### config.mk
export PLATFORM = sky130hd
export DESIGN_NAME = weight_pingpong_ctrl_flat
export DESIGN_NICKNAME = d
export VERILOG_FILES = /design/src/rtl/weight_pingpong_if.sv /design/src/rtl/weight_pingpong_ctrl.sv /design/src/flat_wrapper.sv
export SDC_FILE = /design/constraint.sdc
export NUM_CORES = 1
export LEC_CHECK = 0
export CAP_MARGIN = 30
export CELL_PAD_IN_SITES_DETAIL_PLACEMENT = 1
export CELL_PAD_IN_SITES_GLOBAL_PLACEMENT = 1
export CORE_MARGIN = 5
export CORE_UTILIZATION = 34
export DETAILED_ROUTE_END_ITERATION = 16
export PLACE_DENSITY_LB_ADDON = 0.1
export SYNTH_ARGS = -nofsm -noshare
export SYNTH_HDL_FRONTEND = slang
export SYNTH_SLANG_ARGS = --single-unit
### constraint.sdc
create_clock -name clk -period 2.5 [get_ports clk]
set_input_delay 0.5 -clock clk [delete_from_list [all_inputs] [get_ports clk]]
set_output_delay 0.5 -clock clk [all_outputs]
set_load 0.03 [all_outputs]
### src/rtl/weight_pingpong_if.sv
// Handshake and status bundle between the weight loader / top FSM and the
// ping-pong weight-memory address controller.
interface weight_pingpong_if #(
  parameter int unsigned WR_ADDR_DEPTH = 10,
  parameter int unsigned RD_ADDR_DEPTH = 8,
  parameter int unsigned REP_W         = 4
);
  logic [2:0]               current_state;
  logic [WR_ADDR_DEPTH-1:0] cfg_wr_len;
  logic [RD_ADDR_DEPTH-1:0] cfg_rd_len;
  logic [REP_W-1:0]         cfg_rd_rep;
  logic                     wr_valid;
  logic                     wr_ready;
  logic                     wr_en;
  logic [WR_ADDR_DEPTH-1:0] addr_wr;
  logic                     wr_bank;
  logic                     rd_ready;
  logic                     rd_en;
  logic [RD_ADDR_DEPTH-1:0] addr_rd;
  logic                     rd_bank;
  logic                     weight_valid_rd;
  logic                     load_done;
  logic                     state_rst;
  logic [1:0]               bank_full;

  modport master (
    output current_state, cfg_wr_len, cfg_rd_len, cfg_rd_rep, wr_valid, rd_ready,
    input  wr_ready, wr_en, addr_wr, wr_bank, rd_en, addr_rd, rd_bank,
           weight_valid_rd, load_done, state_rst, bank_full
  );

  modport slave (
    input  current_state, cfg_wr_len, cfg_rd_len, cfg_rd_rep, wr_valid, rd_ready,
    output wr_ready, wr_en, addr_wr, wr_bank, rd_en, addr_rd, rd_bank,
           weight_valid_rd, load_done, state_rst, bank_full
  );
endinterface

### src/rtl/weight_pingpong_ctrl.sv
// Weight DRM ping/pong address controller: fills one bank while the PE array replays the other.
// Define WEIGHT_PINGPONG_EN for two banks; otherwise a single bank serializes loads and reads.
module weight_pingpong_ctrl #(
  parameter int unsigned WR_ADDR_DEPTH = 10,
  parameter int unsigned RD_ADDR_DEPTH = 8,
  parameter int unsigned REP_W         = 4,
  parameter int unsigned RD_LAT        = 1,
  parameter logic [2:0]  CONV_STATE    = 3'd2
) (
  input  logic             clk,
  input  logic             rst,
  weight_pingpong_if.slave bus
);

  logic [WR_ADDR_DEPTH-1:0] addr_wr;
  logic [RD_ADDR_DEPTH-1:0] addr_rd;
  logic [REP_W-1:0]         pass_cnt;
  logic                     wr_bank;
  logic                     rd_bank;
  logic [1:0]               full;
  logic [1:0]               full_nxt;
  logic [RD_LAT-1:0]        valid_pipe;
  logic [RD_LAT-1:0]        last_pipe;
  logic                     load_done;
  logic                     wr_ready;
  logic                     wr_en;
  logic                     rd_en;
  logic                     wr_last;
  logic                     rd_last_word;
  logic                     rd_done;

  assign wr_ready     = ~full[wr_bank];
  assign wr_en        = bus.wr_valid & wr_ready;
  assign rd_en        = (bus.current_state == CONV_STATE) & full[rd_bank] & bus.rd_ready;
  assign wr_last      = wr_en & (addr_wr == bus.cfg_wr_len);
  assign rd_last_word = (addr_rd >= bus.cfg_rd_len);
  assign rd_done      = rd_en & rd_last_word & (pass_cnt >= bus.cfg_rd_rep);

  // Write offset and end-of-fill pulse
  always_ff @(posedge clk or posedge rst) begin
    if (rst) begin
      addr_wr   <= '0;
      load_done <= 1'b0;
    end else begin
      load_done <= wr_last;
      if (wr_en) begin
        addr_wr <= wr_last ? '0 : addr_wr + WR_ADDR_DEPTH'(1);
      end
    end
  end

  // Read offset sweeps a pass; the pass counter replays the bank
  always_ff @(posedge clk or posedge rst) begin
    if (rst) begin
      addr_rd  <= '0;
      pass_cnt <= '0;
    end else if (rd_en) begin
      if (!rd_last_word) begin
        addr_rd <= addr_rd + RD_ADDR_DEPTH'(1);
      end else begin
        addr_rd  <= '0;
        pass_cnt <= rd_done ? '0 : pass_cnt + REP_W'(1);
      end
    end
  end

  // Set and clear always hit different banks, so both may apply in one cycle
  always_comb begin
    full_nxt = full;
    if (wr_last) full_nxt[wr_bank] = 1'b1;
    if (rd_done) full_nxt[rd_bank] = 1'b0;
`ifndef WEIGHT_PINGPONG_EN
    full_nxt[1] = 1'b0;
`endif
  end

  always_ff @(posedge clk or posedge rst) begin
    if (rst) begin
      full <= 2'b00;
    end else begin
      full <= full_nxt;
    end
  end

`ifdef WEIGHT_PINGPONG_EN
  always_ff @(posedge clk or posedge rst) begin
    if (rst) begin
      wr_bank <= 1'b0;
      rd_bank <= 1'b0;
    end else begin
      if (wr_last) wr_bank <= ~wr_bank;
      if (rd_done) rd_bank <= ~rd_bank;
    end
  end
`else
  assign wr_bank = 1'b0;
  assign rd_bank = 1'b0;
`endif

  // Valid and end-of-bank tag travel alongside the RAM read latency; bubbles shift through
  always_ff @(posedge clk or posedge rst) begin
    if (rst) begin
      valid_pipe <= '0;
      last_pipe  <= '0;
    end else begin
      valid_pipe[0] <= rd_en;
      last_pipe[0]  <= rd_done;
      for (int i = 1; i < RD_LAT; i++) begin
        valid_pipe[i] <= valid_pipe[i-1];
        last_pipe[i]  <= last_pipe[i-1];
      end
    end
  end

  assign bus.wr_ready        = wr_ready;
  assign bus.wr_en           = wr_en;
  assign bus.addr_wr         = addr_wr;
  assign bus.wr_bank         = wr_bank;
  assign bus.rd_en           = rd_en;
  assign bus.addr_rd         = addr_rd;
  assign bus.rd_bank         = rd_bank;
  assign bus.weight_valid_rd = valid_pipe[RD_LAT-1];
  assign bus.state_rst       = last_pipe[RD_LAT-1];
  assign bus.load_done       = load_done;
  assign bus.bank_full       = full;

endmodule

### src/flat_wrapper.sv
// flat-port wrapper written by rule: the top's interface ports become plain ports
module weight_pingpong_ctrl_flat 
#(
  parameter int unsigned WR_ADDR_DEPTH = 10,
  parameter int unsigned RD_ADDR_DEPTH = 8,
  parameter int unsigned REP_W         = 4,
  parameter int unsigned RD_LAT        = 1,
  parameter logic [2:0]  CONV_STATE    = 3'd2
)
  (clk, rst, bus_current_state, bus_cfg_wr_len, bus_cfg_rd_len, bus_cfg_rd_rep, bus_wr_valid, bus_rd_ready, bus_wr_ready, bus_wr_en, bus_addr_wr, bus_wr_bank, bus_rd_en, bus_addr_rd, bus_rd_bank, bus_weight_valid_rd, bus_load_done, bus_state_rst, bus_bank_full);
  weight_pingpong_if #(.WR_ADDR_DEPTH(WR_ADDR_DEPTH), .RD_ADDR_DEPTH(RD_ADDR_DEPTH), .REP_W(REP_W)) bus_i ();
  input  logic clk;
  input  logic rst;
  input wire logic [$bits(bus_i.current_state)-1:0] bus_current_state;
  input wire logic [$bits(bus_i.cfg_wr_len)-1:0] bus_cfg_wr_len;
  input wire logic [$bits(bus_i.cfg_rd_len)-1:0] bus_cfg_rd_len;
  input wire logic [$bits(bus_i.cfg_rd_rep)-1:0] bus_cfg_rd_rep;
  input wire logic [$bits(bus_i.wr_valid)-1:0] bus_wr_valid;
  input wire logic [$bits(bus_i.rd_ready)-1:0] bus_rd_ready;
  output wire logic [$bits(bus_i.wr_ready)-1:0] bus_wr_ready;
  output wire logic [$bits(bus_i.wr_en)-1:0] bus_wr_en;
  output wire logic [$bits(bus_i.addr_wr)-1:0] bus_addr_wr;
  output wire logic [$bits(bus_i.wr_bank)-1:0] bus_wr_bank;
  output wire logic [$bits(bus_i.rd_en)-1:0] bus_rd_en;
  output wire logic [$bits(bus_i.addr_rd)-1:0] bus_addr_rd;
  output wire logic [$bits(bus_i.rd_bank)-1:0] bus_rd_bank;
  output wire logic [$bits(bus_i.weight_valid_rd)-1:0] bus_weight_valid_rd;
  output wire logic [$bits(bus_i.load_done)-1:0] bus_load_done;
  output wire logic [$bits(bus_i.state_rst)-1:0] bus_state_rst;
  output wire logic [$bits(bus_i.bank_full)-1:0] bus_bank_full;
  assign bus_i.current_state = bus_current_state;
  assign bus_i.cfg_wr_len = bus_cfg_wr_len;
  assign bus_i.cfg_rd_len = bus_cfg_rd_len;
  assign bus_i.cfg_rd_rep = bus_cfg_rd_rep;
  assign bus_i.wr_valid = bus_wr_valid;
  assign bus_i.rd_ready = bus_rd_ready;
  assign bus_wr_ready = bus_i.wr_ready;
  assign bus_wr_en = bus_i.wr_en;
  assign bus_addr_wr = bus_i.addr_wr;
  assign bus_wr_bank = bus_i.wr_bank;
  assign bus_rd_en = bus_i.rd_en;
  assign bus_addr_rd = bus_i.addr_rd;
  assign bus_rd_bank = bus_i.rd_bank;
  assign bus_weight_valid_rd = bus_i.weight_valid_rd;
  assign bus_load_done = bus_i.load_done;
  assign bus_state_rst = bus_i.state_rst;
  assign bus_bank_full = bus_i.bank_full;
  weight_pingpong_ctrl #(.WR_ADDR_DEPTH(WR_ADDR_DEPTH), .RD_ADDR_DEPTH(RD_ADDR_DEPTH), .REP_W(REP_W), .RD_LAT(RD_LAT), .CONV_STATE(CONV_STATE)) u_core (.clk(clk), .rst(rst), .bus(bus_i));
endmodule
==> results.json, run 1 <==
{
  "place_inst": 296,
  "antennaDiodeCount": 0,
  "ioPinCount": 57,
  "drcViolationCount": 0,
  "drive_gt1_frac": 0.124,
  "yosys.area.top_type": "dfrtp_1",
  "synthXorXnorAreaFrac": 0.128,
  "core_mm2": 0.00479,
  "p_clk_frac": 0.195,
  "clk_latency_ns": 0.27,
  "syn_inst": 172,
  "synth_top_family_by_area": "simple AND/OR/NAND/NOR gates",
  "leakage_nw": 1.10,
  "setup-violations-final": 0,
  "vdd_drop_max_uv": 291,
  "synth_flop_cell": "dfrtp_1",
  "crit_path_max_incr_delay_ns": 0.67,
  "synth_area_leaders": "dfrtp_1 38%, ha_1 11%, xor2_1 6.7%",
  "crit_family": "buffers and inverters",
  "crit_required_ns": 2.00,
  "fin_crit_ns": 2.37,
  "min_path_type": "flip-flop to flip-flop",
  "seqPwrFrac": 0.423,
  "power_w": 0.00138,
  "synthArstFlopShare": 1.00,
  "worstMarginPinSlew_ns": 0.508,
  "hold_viol": 0,
  "yosys_warnings": 0,
  "yosys.area.top_type_share": 0.381,
  "htreeDepth": 1,
  "dp_hpwl_um": 3720,
  "initialDrtViolationCount": 30,
  "io_buffers": 53,
  "synth-simple-area-share": 0.190,
  "dieWidth_um": 80.9,
  "crit_arrival_ns": 1.87,
  "initial_core_util": 0.357,
  "setup_tns_ns": 0,
  "p_sw_frac": 0.367,
  "nNetsFinal": 278,
  "synth_seq_cells": 26,
  "antenna_left": 0,
  "seq_area_frac_synth": 0.381,
  "timing.fmax_mhz": 422,
  "clock-root-buffer": "clkbuf_8",
  "gp_congestion": 0.788,
  "cts_resized": 0,
  "core.rowCount": 25,
  "post_cts_buffers": 0,
  "switchingPower_w": 0.000506,
  "end_kind": "primary output",
  "syn_area_per_cell_um2": 9.92,
  "worstPathMaxFanout": 6,
  "final_max_slew_viol_count": 0,
  "grt_pass1_vias": 1615,
  "rsz0062_at_grt": "false",
  "synth_compound_area_frac": 0.103,
  "die_height_um": 80.9,
  "final_cell_mix": "52 x clkdlybuf4s50_1, 26 x dfrtp_1, 19 x inv_1",
  "drt_wl_total_um": 4530,
  "area_growth_pct": 40.5,
  "cts_buffer_depth": 2,
  "skew_ns": 0.00118,
  "cts_buffers": 3,
  "path_clk_slew_ns": 0.09,
  "cts_tree": "done",
  "crit_path_start_kind": "input port",
  "period_share": 0.948,
  "crit_type": "input port to primary output",
  "synth_cell_types": 39,
  "cts_hold_buffers": 0,
  "max_cap_viol_count": 0,
  "grt_pass1_wl_um": 7820,
  "status": "finished clean",
  "grt_util_all_layers": 0.151,
  "intPower_w": 0.000872,
  "synthAdderAreaFrac": 0.110,
  "dieArea_mm2": 0.00654,
  "relSlewSlack": 0.659,
  "final_common_cell": "clkdlybuf4s50_1",
  "cp_num_buf_inv": 3,
  "vias_per_cell": 4.74,
  "grt.overflow.total": 0,
  "pwr-share-comb": 0.383,
  "path_cells": "clkdlybuf4s50_1, nand2b_4, inv_1, clkdlybuf4s50_1",
  "final-instance-count-excl-fill": 300,
  "post_drt_wl_per_cell_um": 15.1,
  "numClockSinks": 26,
  "firstDrtPassIters": 4,
  "path_common_cell": "clkdlybuf4s50_1",
  "grt_max_degree": 27,
  "worst_path_max_delay_cell": "clkdlybuf4s50_1",
  "muxShareOfSynthArea": 0.0132,
  "antenna_found_initial": 0,
  "syn_area_mm2": 0.00171,
  "synth_enable_flop_cells": 0,
  "num_vias": 1423,
  "p_per_area_mw_per_mm2": 575
}
[cell usage after synthesis (3+ instances only)]
library cell / n
dfrtp_1: 26
inv_1: 19
ha_1: 15
xor2_1: 13
nor2_1: 12
xnor2_1: 12
nand2_1: 10
nand4_1: 9
nor2_2: 7
nand3_1: 5
and3_1: 4
a21oi_1: 3
buf_4: 3
nor2b_1: 3
o2bb2ai_1: 3
[per-layer routing]
| layer | routed length [um] | vias to the layer above | global-route usage |
|---|---|---|---|
| met5 | 0 | - | 0 |
| met4 | 34 | 0 | 0.0389 |
| li1 | - | 692 | - |
| met1 | 1930 | 684 | 0.185 |
| met2 | 2310 | 43 | 0.266 |
| met3 | 254 | 4 | 0.0344 |
[power by group through the flow]
| stage | Combinational [W] | Clock (W) | Sequential, W |
|---|---|---|---|
| after global placement | 0.000513 | 0 | 0.000589 |
| after detailed placement | 0.000534 | 0 | 0.000594 |
| after floorplan | 0.000198 | 0 | 0.000685 |
| final | 0.000527 | 0.000268 | 0.000583 |
| after global routing | 0.000569 | 0.000304 | 0.000599 |
| after CTS | 0.000537 | 0.000285 | 0.000584 |
[worst reg2reg max path: cells and delay by family, from the launching register on]
family / cells / cell delay (ns)
AO/OA/AOI/OAI: 4 / 0.62
flip-flops: 1 / 0.47
adder cells (fa/ha/maj): 1 / 0.35
AND/OR/NAND/NOR: 1 / 0.20
buffers and inverters: 1 / 0.17
[through the flow]
stage | worst slack (ns) | cell area (um2) | hold WS [ns] | util
finish | 0.131 | 2400 | 0.573 | 0.501
global route | 0.0722 | 2400 | 0.611 | 0.501
CTS | 0.119 | 2400 | 0.573 | 0.501
detailed placement | 0.0620 | 2340 | 0.552 | 0.490
global placement | 0.138 | 2340 | 0.537 | 0.490
floorplan | 0.520 | 1710 | 0.492 | -
[registers in the layout, summed over array words and instances, names as in the netlist]
name / flops
u_core.bus.state_rst: 1
u_core.bus.bank_full: 1
u_core.pass_cnt: 4
u_core.bus.load_done: 1
u_core.bus.addr_wr: 10
u_core.bus.addr_rd: 8
u_core.bus.weight_valid_rd: 1
[cell type report]
class,count,area (um2)
fill,545,2390
multi-input combinational,123,941
sequential,26,651
timing repair buffer,60,593
tap,67,83.8
inverter,20,75.1
clock buffer,4,55.1
[logic make-up (layout without fill, tap and decap cells)]
logic type | count (synthesis) | after routing
simple gates | 59 | 59
buf+inv | 25 | 84
mux | 1 | 1
other cells | 1 | 3
xor+xnor | 25 | 25
fa+ha+maj | 15 | 15
flops | 26 | 26
compound gates | 20 | 20
[final timing paths]
path,cells after the start,slack (ns),endpoint,from
max,4,0.13,bus_wr_en,bus_wr_valid
min reg2reg,1,0.57,u_core.pass_cnt[3]$_DFFE_PP0P_,u_core.pass_cnt[3]$_DFFE_PP0P_
max in group asynchronous,3,1.65,u_core.bus.state_rst$_DFF_PP0_,rst
min in group asynchronous,3,0.59,u_core.bus.addr_rd[4]$_DFFE_PP0N_,rst
min,1,0.57,u_core.pass_cnt[3]$_DFFE_PP0P_,u_core.pass_cnt[3]$_DFFE_PP0P_
max reg2reg,7,0.57,u_core.pass_cnt[2]$_DFFE_PP0P_,u_core.bus.addr_rd[2]$_DFFE_PP0N_
No activity file was read; power rests on OpenSTA's default activity.
==> run 2, diff against run 1 <==
Settings changed: ABC_CLOCK_PERIOD_IN_PS set to 2500.
==> results of run 2 <==
Same layout as run 1: the final DEF is identical, and so are final timing and power.
==> run 3, diff against run 2 <==
Settings changed: CAP_MARGIN 30 to 10, GPL_TIMING_DRIVEN set to 0.
==> run 3 against run 2 <==
  * Routed wire length up 0.97%
  * Clock skew rose by 0.00061 ns
  * Critical path type unchanged
  * Final cell count is 1.0% lower
  * Largest cell class unchanged
==> results.json, run 3 (same netlist as run 1, synthesis figures left out) <==
{
  "final_core_util": 0.494,
  "end_kind": "primary output",
  "rr_endpoint": "u_core.pass_cnt[0]$_DFFE_PP0P_",
  "rr_worst_depth": 7,
  "grt_max_degree": 27,
  "path_clk_slew_ns": 0.09,
  "cts_buffers": 3,
  "cts_hold_buffers": 0,
  "period_share": 0.974,
  "skew_ns": 0.00180,
  "initial_core_util": 0.357,
  "crit_family": "buffers and inverters",
  "htreeDepth": 1,
  "hold_viol": 0,
  "path_cells": "clkdlybuf4s50_1, nand2b_4, inv_1, clkdlybuf4s50_1",
  "power_w": 0.00135,
  "dieWidth_um": 80.9,
  "die_height_um": 80.9,
  "crit_arrival_ns": 1.94,
  "grt_pass1_wl_um": 7510,
  "grt_pass1_vias": 1583,
  "p_per_area_mw_per_mm2": 573,
  "crit_cells": 4,
  "max_cap_viol_count": 0,
  "fin_crit_ns": 2.44,
  "clock-root-buffer": "clkbuf_8",
  "worst_path_max_delay_cell": "clkdlybuf4s50_1",
  "hold_end": "u_core.pass_cnt[2]$_DFFE_PP0P_",
  "status": "finished clean",
  "fillCellCount": 539,
  "antennaDiodeCount": 0,
  "leakage_nw": 1.08,
  "r2r_start": "u_core.bus.addr_rd[2]$_DFFE_PP0N_",
  "cts_buffer_depth": 2,
  "drcViolationCount": 0,
  "final_common_cell": "clkdlybuf4s50_1",
  "nNetsFinal": 276,
  "clk_latency_ns": 0.27,
  "core_mm2": 0.00479,
  "final_max_slew_viol_count": 0,
  "num_vias": 1424,
  "final_cell_mix": "52 x clkdlybuf4s50_1, 26 x dfrtp_1, 19 x inv_1",
  "antenna_found_initial": 0,
  "min_path_type": "flip-flop to flip-flop",
  "io_buffers": 53,
  "hold_depth": 1,
  "initialDrtViolationCount": 16,
  "ioPinCount": 57,
  "dp_hpwl_um": 3670,
  "crit_path_max_incr_delay_ns": 0.69,
  "setup-violations-final": 0,
  "vias_per_cell": 4.79,
  "dieArea_mm2": 0.00654,
  "cp_num_buf_inv": 3,
  "holdCritStartpoint": "u_core.pass_cnt[2]$_DFFE_PP0P_",
  "cts_tree": "done",
  "gp_congestion": 0.811,
  "antenna_left": 0,
  "crit_type": "input port to primary output",
  "drt_wl_total_um": 4570,
  "regMostFlops": "u_core.bus.addr_wr",
  "worstPathMaxFanout": 6,
  "crit_path_start_kind": "input port",
  "path_common_cell": "clkdlybuf4s50_1",
  "startpoint": "bus_wr_valid",
  "crit_required_ns": 2.00,
  "relSlewSlack": 0.297,
  "grt_util_all_layers": 0.148,
  "top_regs": "u_core.bus.addr_wr: 10 flops, u_core.bus.addr_rd: 8 flops, u_core.pass_cnt: 4 flops",
  "timing.fmax_mhz": 411,
  "worstMarginPinSlew_ns": 1.05,
  "area_growth_pct": 38.6,
  "numClockSinks": 26,
  "largest_register_ffs": 10,
  "post_drt_wl_per_cell_um": 15.4,
  "grt.overflow.total": 0,
  "core.rowCount": 25,
  "vdd_drop_max_uv": 310,
  "rsz0062_at_grt": "false",
  "rrSetupSlack_ns": 0.44,
  "firstDrtPassIters": 4,
  "drive_gt1_frac": 0.113
}
==> run 3: area by class of cell <==
type | instances | area (um2) | area share
Clock buffer | 3 | 41.3 | 0.0175
Timing Repair Buffer | 53 | 526 | 0.222
Inverter | 20 | 75.1 | 0.0317
Multi-Input combinational cell | 123 | 941 | 0.398
Tap cell | 67 | 83.8 | 0.0354
Sequential cell | 26 | 651 | 0.275
Buffer | 5 | 47.5 | 0.0201
==> run 3: metrics by stage <==
| step | hold WS, ns | area (um2) | setup slack (ns) | cells | TNS [ns] |
|---|---|---|---|---|---|
| floorplan | 0.492 | 1710 | 0.520 | 174 | 0 |
| finish | 0.561 | 2360 | 0.0642 | 297 | 0 |
| CTS | 0.561 | 2370 | 0.0330 | 297 | 0 |
| detailed placement | 0.541 | 2330 | -0.247 | 294 | -0.647 |
| global placement | 0.530 | 2330 | -0.220 | 294 | -0.220 |
| global route | 0.588 | 2360 | 0.0323 | 297 | 0 |
==> run 3: how the worst max path moves through the flow <==
stage,to,slack [ns]
after floorplan,u_core.pass_cnt[0]$_DFFE_PP0P_,0.52
after global placement,bus_rd_en,-0.22
after detailed placement,bus_rd_en,-0.25
after CTS,bus_rd_en,0.03
after global routing,bus_wr_en,0.03
final,bus_wr_en,0.06
==> run 3: power by group <==
| part | total [W] | switching (W) | internal, W |
|---|---|---|---|
| combinational | 0.000527 | 0.000273 | 0.000254 |
| clock | 0.000243 | 0.000135 | 0.000108 |
| sequential | 0.000584 | 0.000106 | 0.000478 |
==> run 3: worst reg2reg max path, stage by stage, from the launching register on <==
cell and delay [ns]:
dfrtp_1 0.47, ha_1 0.35, and3_1 0.20, o21ai_2 0.08, a311oi_4 0.42, or2_4 0.22
buf_12 0.14, mux2i_4 0.06
==> run 3: repair_timing <==
item,in CTS,in global routing
gates resized for setup,1,2
buffers inserted,0,0
setup endpoints to repair,1,1
==> run 3: metal layers <==
layer  GRT usage  part of all wire  up-vias
li1            -                 -      687
met1       0.175              0.42      689
met5           0                 0        -
met3      0.0255             0.053        6
met2       0.273              0.51       42
met4      0.0422             0.013        0
==> RTL change: new RTL, config.mk and constraints of run 1 <==
`WR_ADDR_DEPTH` is set to 10 in 3 places; all go to 9.
--- a/src/rtl/weight_pingpong_if.sv
+++ b/src/rtl/weight_pingpong_if.sv
@@ -2,5 +2,5 @@
 // ping-pong weight-memory address controller.
 interface weight_pingpong_if #(
-  parameter int unsigned WR_ADDR_DEPTH = 10,
+  parameter int unsigned WR_ADDR_DEPTH = 9,
   parameter int unsigned RD_ADDR_DEPTH = 8,
   parameter int unsigned REP_W         = 4
--- a/src/rtl/weight_pingpong_ctrl.sv
+++ b/src/rtl/weight_pingpong_ctrl.sv
@@ -2,5 +2,5 @@
 // Define WEIGHT_PINGPONG_EN for two banks; otherwise a single bank serializes loads and reads.
 module weight_pingpong_ctrl #(
-  parameter int unsigned WR_ADDR_DEPTH = 10,
+  parameter int unsigned WR_ADDR_DEPTH = 9,
   parameter int unsigned RD_ADDR_DEPTH = 8,
   parameter int unsigned REP_W         = 4,
--- a/src/flat_wrapper.sv
+++ b/src/flat_wrapper.sv
@@ -2,5 +2,5 @@
 module weight_pingpong_ctrl_flat 
 #(
-  parameter int unsigned WR_ADDR_DEPTH = 10,
+  parameter int unsigned WR_ADDR_DEPTH = 9,
   parameter int unsigned RD_ADDR_DEPTH = 8,
   parameter int unsigned REP_W         = 4,
Ports: changed (resized bus_addr_wr and bus_cfg_wr_len); port bits go from 57 to 55. No check against the original RTL was run, so the function may have changed too.
==> RTL change against run 1 <==
Design area decreased by 6.3%; synthesized area is 7.3% lower; sequential cell count is 1 lower; combinational power grew 6.5%; sequential share of layout area rose by 0.71 points; worst setup slack lost 33 ps; clock skew rose by 5.6 ps; wire length increased by 1.1%; power down 1.4%.
==> RTL change: results (changes against run 1) <==
status finished clean (unchanged); Synth top cells by count 25 x dfrtp_1, 20 x inv_1, 17 x nand2_1, 15 x ha_1, 15 x nor2_1 (was 26 x dfrtp_1, 19 x inv_1, 15 x ha_1, 13 x xor2_1); CP arrival 2590 ps (was 1870 ps); WL final 4.58 mm (was 4.53 mm); crit path launch bus_cfg_rd_len[1] (was bus_wr_valid); layout cells sized above 1 0.0753 (was 0.124); worst skew pair latency 270 ps (about the same); post-synthesis cell type count 32 (was 39); crit path max fanout 8 (was 6); Hold WC Path Type input pin to async pin (was register to register); Final nets 283 (was 278); clock buffer depth 2 (unchanged); r2r setup slk 230 ps (was 570 ps); pin count of the biggest net entering global routing 26 (was 27); Cells after Synth 178 (was 172); # H-tree levels 1 (unchanged); first-pass GRT wire length 7.61 mm (was 7.82 mm); Starting DRT DRC Count 32 (was 30); largest registers u_core.bus.addr_wr: 9 flops, u_core.bus.addr_rd: 8 flops, u_core.pass_cnt: 4 flops (was u_core.bus.addr_wr: 10 flops, u_core.bus.addr_rd: 8 flops, u_core.pass_cnt: 4 flops); routability cong. 0.770 (was 0.788); DR vias 1454 (was 1423); clock transition at the registers of the reported paths 90 ps (about the same); commonest non-fill, non-tap cell in the layout clkdlybuf4s50_1 (unchanged); Post-DP HPWL 3.69 mm (was 3.72 mm); DRC 0 (unchanged); IO buf count 51 (was 53); routed length per instance 15.7 µm (was 15.1 µm); ys async rst share 1.00 (unchanged); static leakage 1.02 nW (was 1.10 nW); Inst Count DP 286 (was 296); Pre-Repair DR Iteration Count 3 (was 4); post-CTS sizing 0 (unchanged); number of buffers created by CTS 3 (unchanged); vias in the first global route 1582 (was 1615); Fin Clk Skew 6.82 ps (was 1.18 ps); GRT Util Overall 0.155 (was 0.151); Max IR drop VDD 0.401 mV (was 0.291 mV); n_diodes 0 (unchanged); Hold WS 587 ps (was 573 ps); initial antenna violation count 0 (unchanged); synth top area cells dfrtp_1 40%, ha_1 12%, xnor2_1 5.5% (was dfrtp_1 38%, ha_1 11%, xor2_1 6.7%); Seq/Total Area, Yosys 0.395 (was 0.381); reg-to-reg startpoint u_core.bus.addr_rd[0] (was u_core.bus.addr_rd[2]); clock root cell clkbuf_8 (unchanged); Synth Warn # 0 (unchanged); Primary FF master, synth dfrtp_1 (unchanged)
==> RTL change: changes by cell type after synthesis, sizes merged, moves of 3 or more <==
cell and change:
xor2 -7, nand2 +7, nor2 -4, a211oi +3
o21ai +11
==> RTL change: kinds of logic after synthesis <==
group,Yosys count,share of synthesized area
DFF,25,0.395
buffers and inverters,26,0.0688
xor gates and xnor gates,16,0.0885
adders and majority gates,15,0.119
AOI/OAI and AO/OA,31,0.126
other,1,0.00237
and+or+nand+nor,64,0.201
==> RTL change: stage by stage <==
| stage | util | setup TNS, ps | worst slack (ps) |
|---|---|---|---|
| final | 0.506 | 0 | 97.6 |
| after global routing | 0.506 | 0 | 4.64 |
| after CTS | 0.504 | 0 | 44.7 |
| after detailed placement | 0.494 | -1330 | -221 |
| after global placement | 0.494 | -697 | -173 |
| after floorplan | - | 0 | 78.2 |
==> RTL change: critical path, stage by stage <==
cell             delay, ps
clkdlybuf4s50_1        460
inv_1                   40
ha_1                   270
a2111o_1               440
a211o_2                330
buf_4                  170
o21ai_0                230
o2bb2ai_1              160
==> RTL change: area by class of cell <==
cell class,instances,area (µm²)
clock buffers,3,41.3
repair buffers,60,576
well taps,52,65.1
fillers,533,2200
clock inverters,1,5.00
inverters,21,78.8
multi-input cells,129,856
flip-flops and latches,25,626
==> RTL change: path summary, 6_finish.rpt <==
path                                    endpoint  depth (start not counted)
max                        u_core.bus.addr_rd[7]                          8
min                        u_core.bus.addr_wr[8]                          3
max reg2reg                u_core.bus.addr_rd[7]                          8
min reg2reg                u_core.bus.addr_rd[0]                          1
max in group asynchronous     u_core.pass_cnt[2]                          3
min in group clk           u_core.bus.addr_rd[0]                          1
==> RTL change: layer usage <==
layer,GRT usage,vias to the layer above,part of all wire
li1,-,723,-
met1,0.182,697,0.44
met2,0.292,32,0.52
met3,0.0378,2,0.039
met4,0.0175,0,0.0037
met5,0,-,0
==> RTL change: where the power goes <==
group	leakage [nW]	internal, mW	switching, mW	total, mW
logic	0.680	0.266	0.294	0.561
clock network	0.0255	0.111	0.127	0.238
registers	0.314	0.464	0.0966	0.560
==> RTL change: timing repair <==
action                     in CTS  in global routing
setup buffers                   0                  1
setup endpoints to repair       0                  2
hold buffers                    0                  0
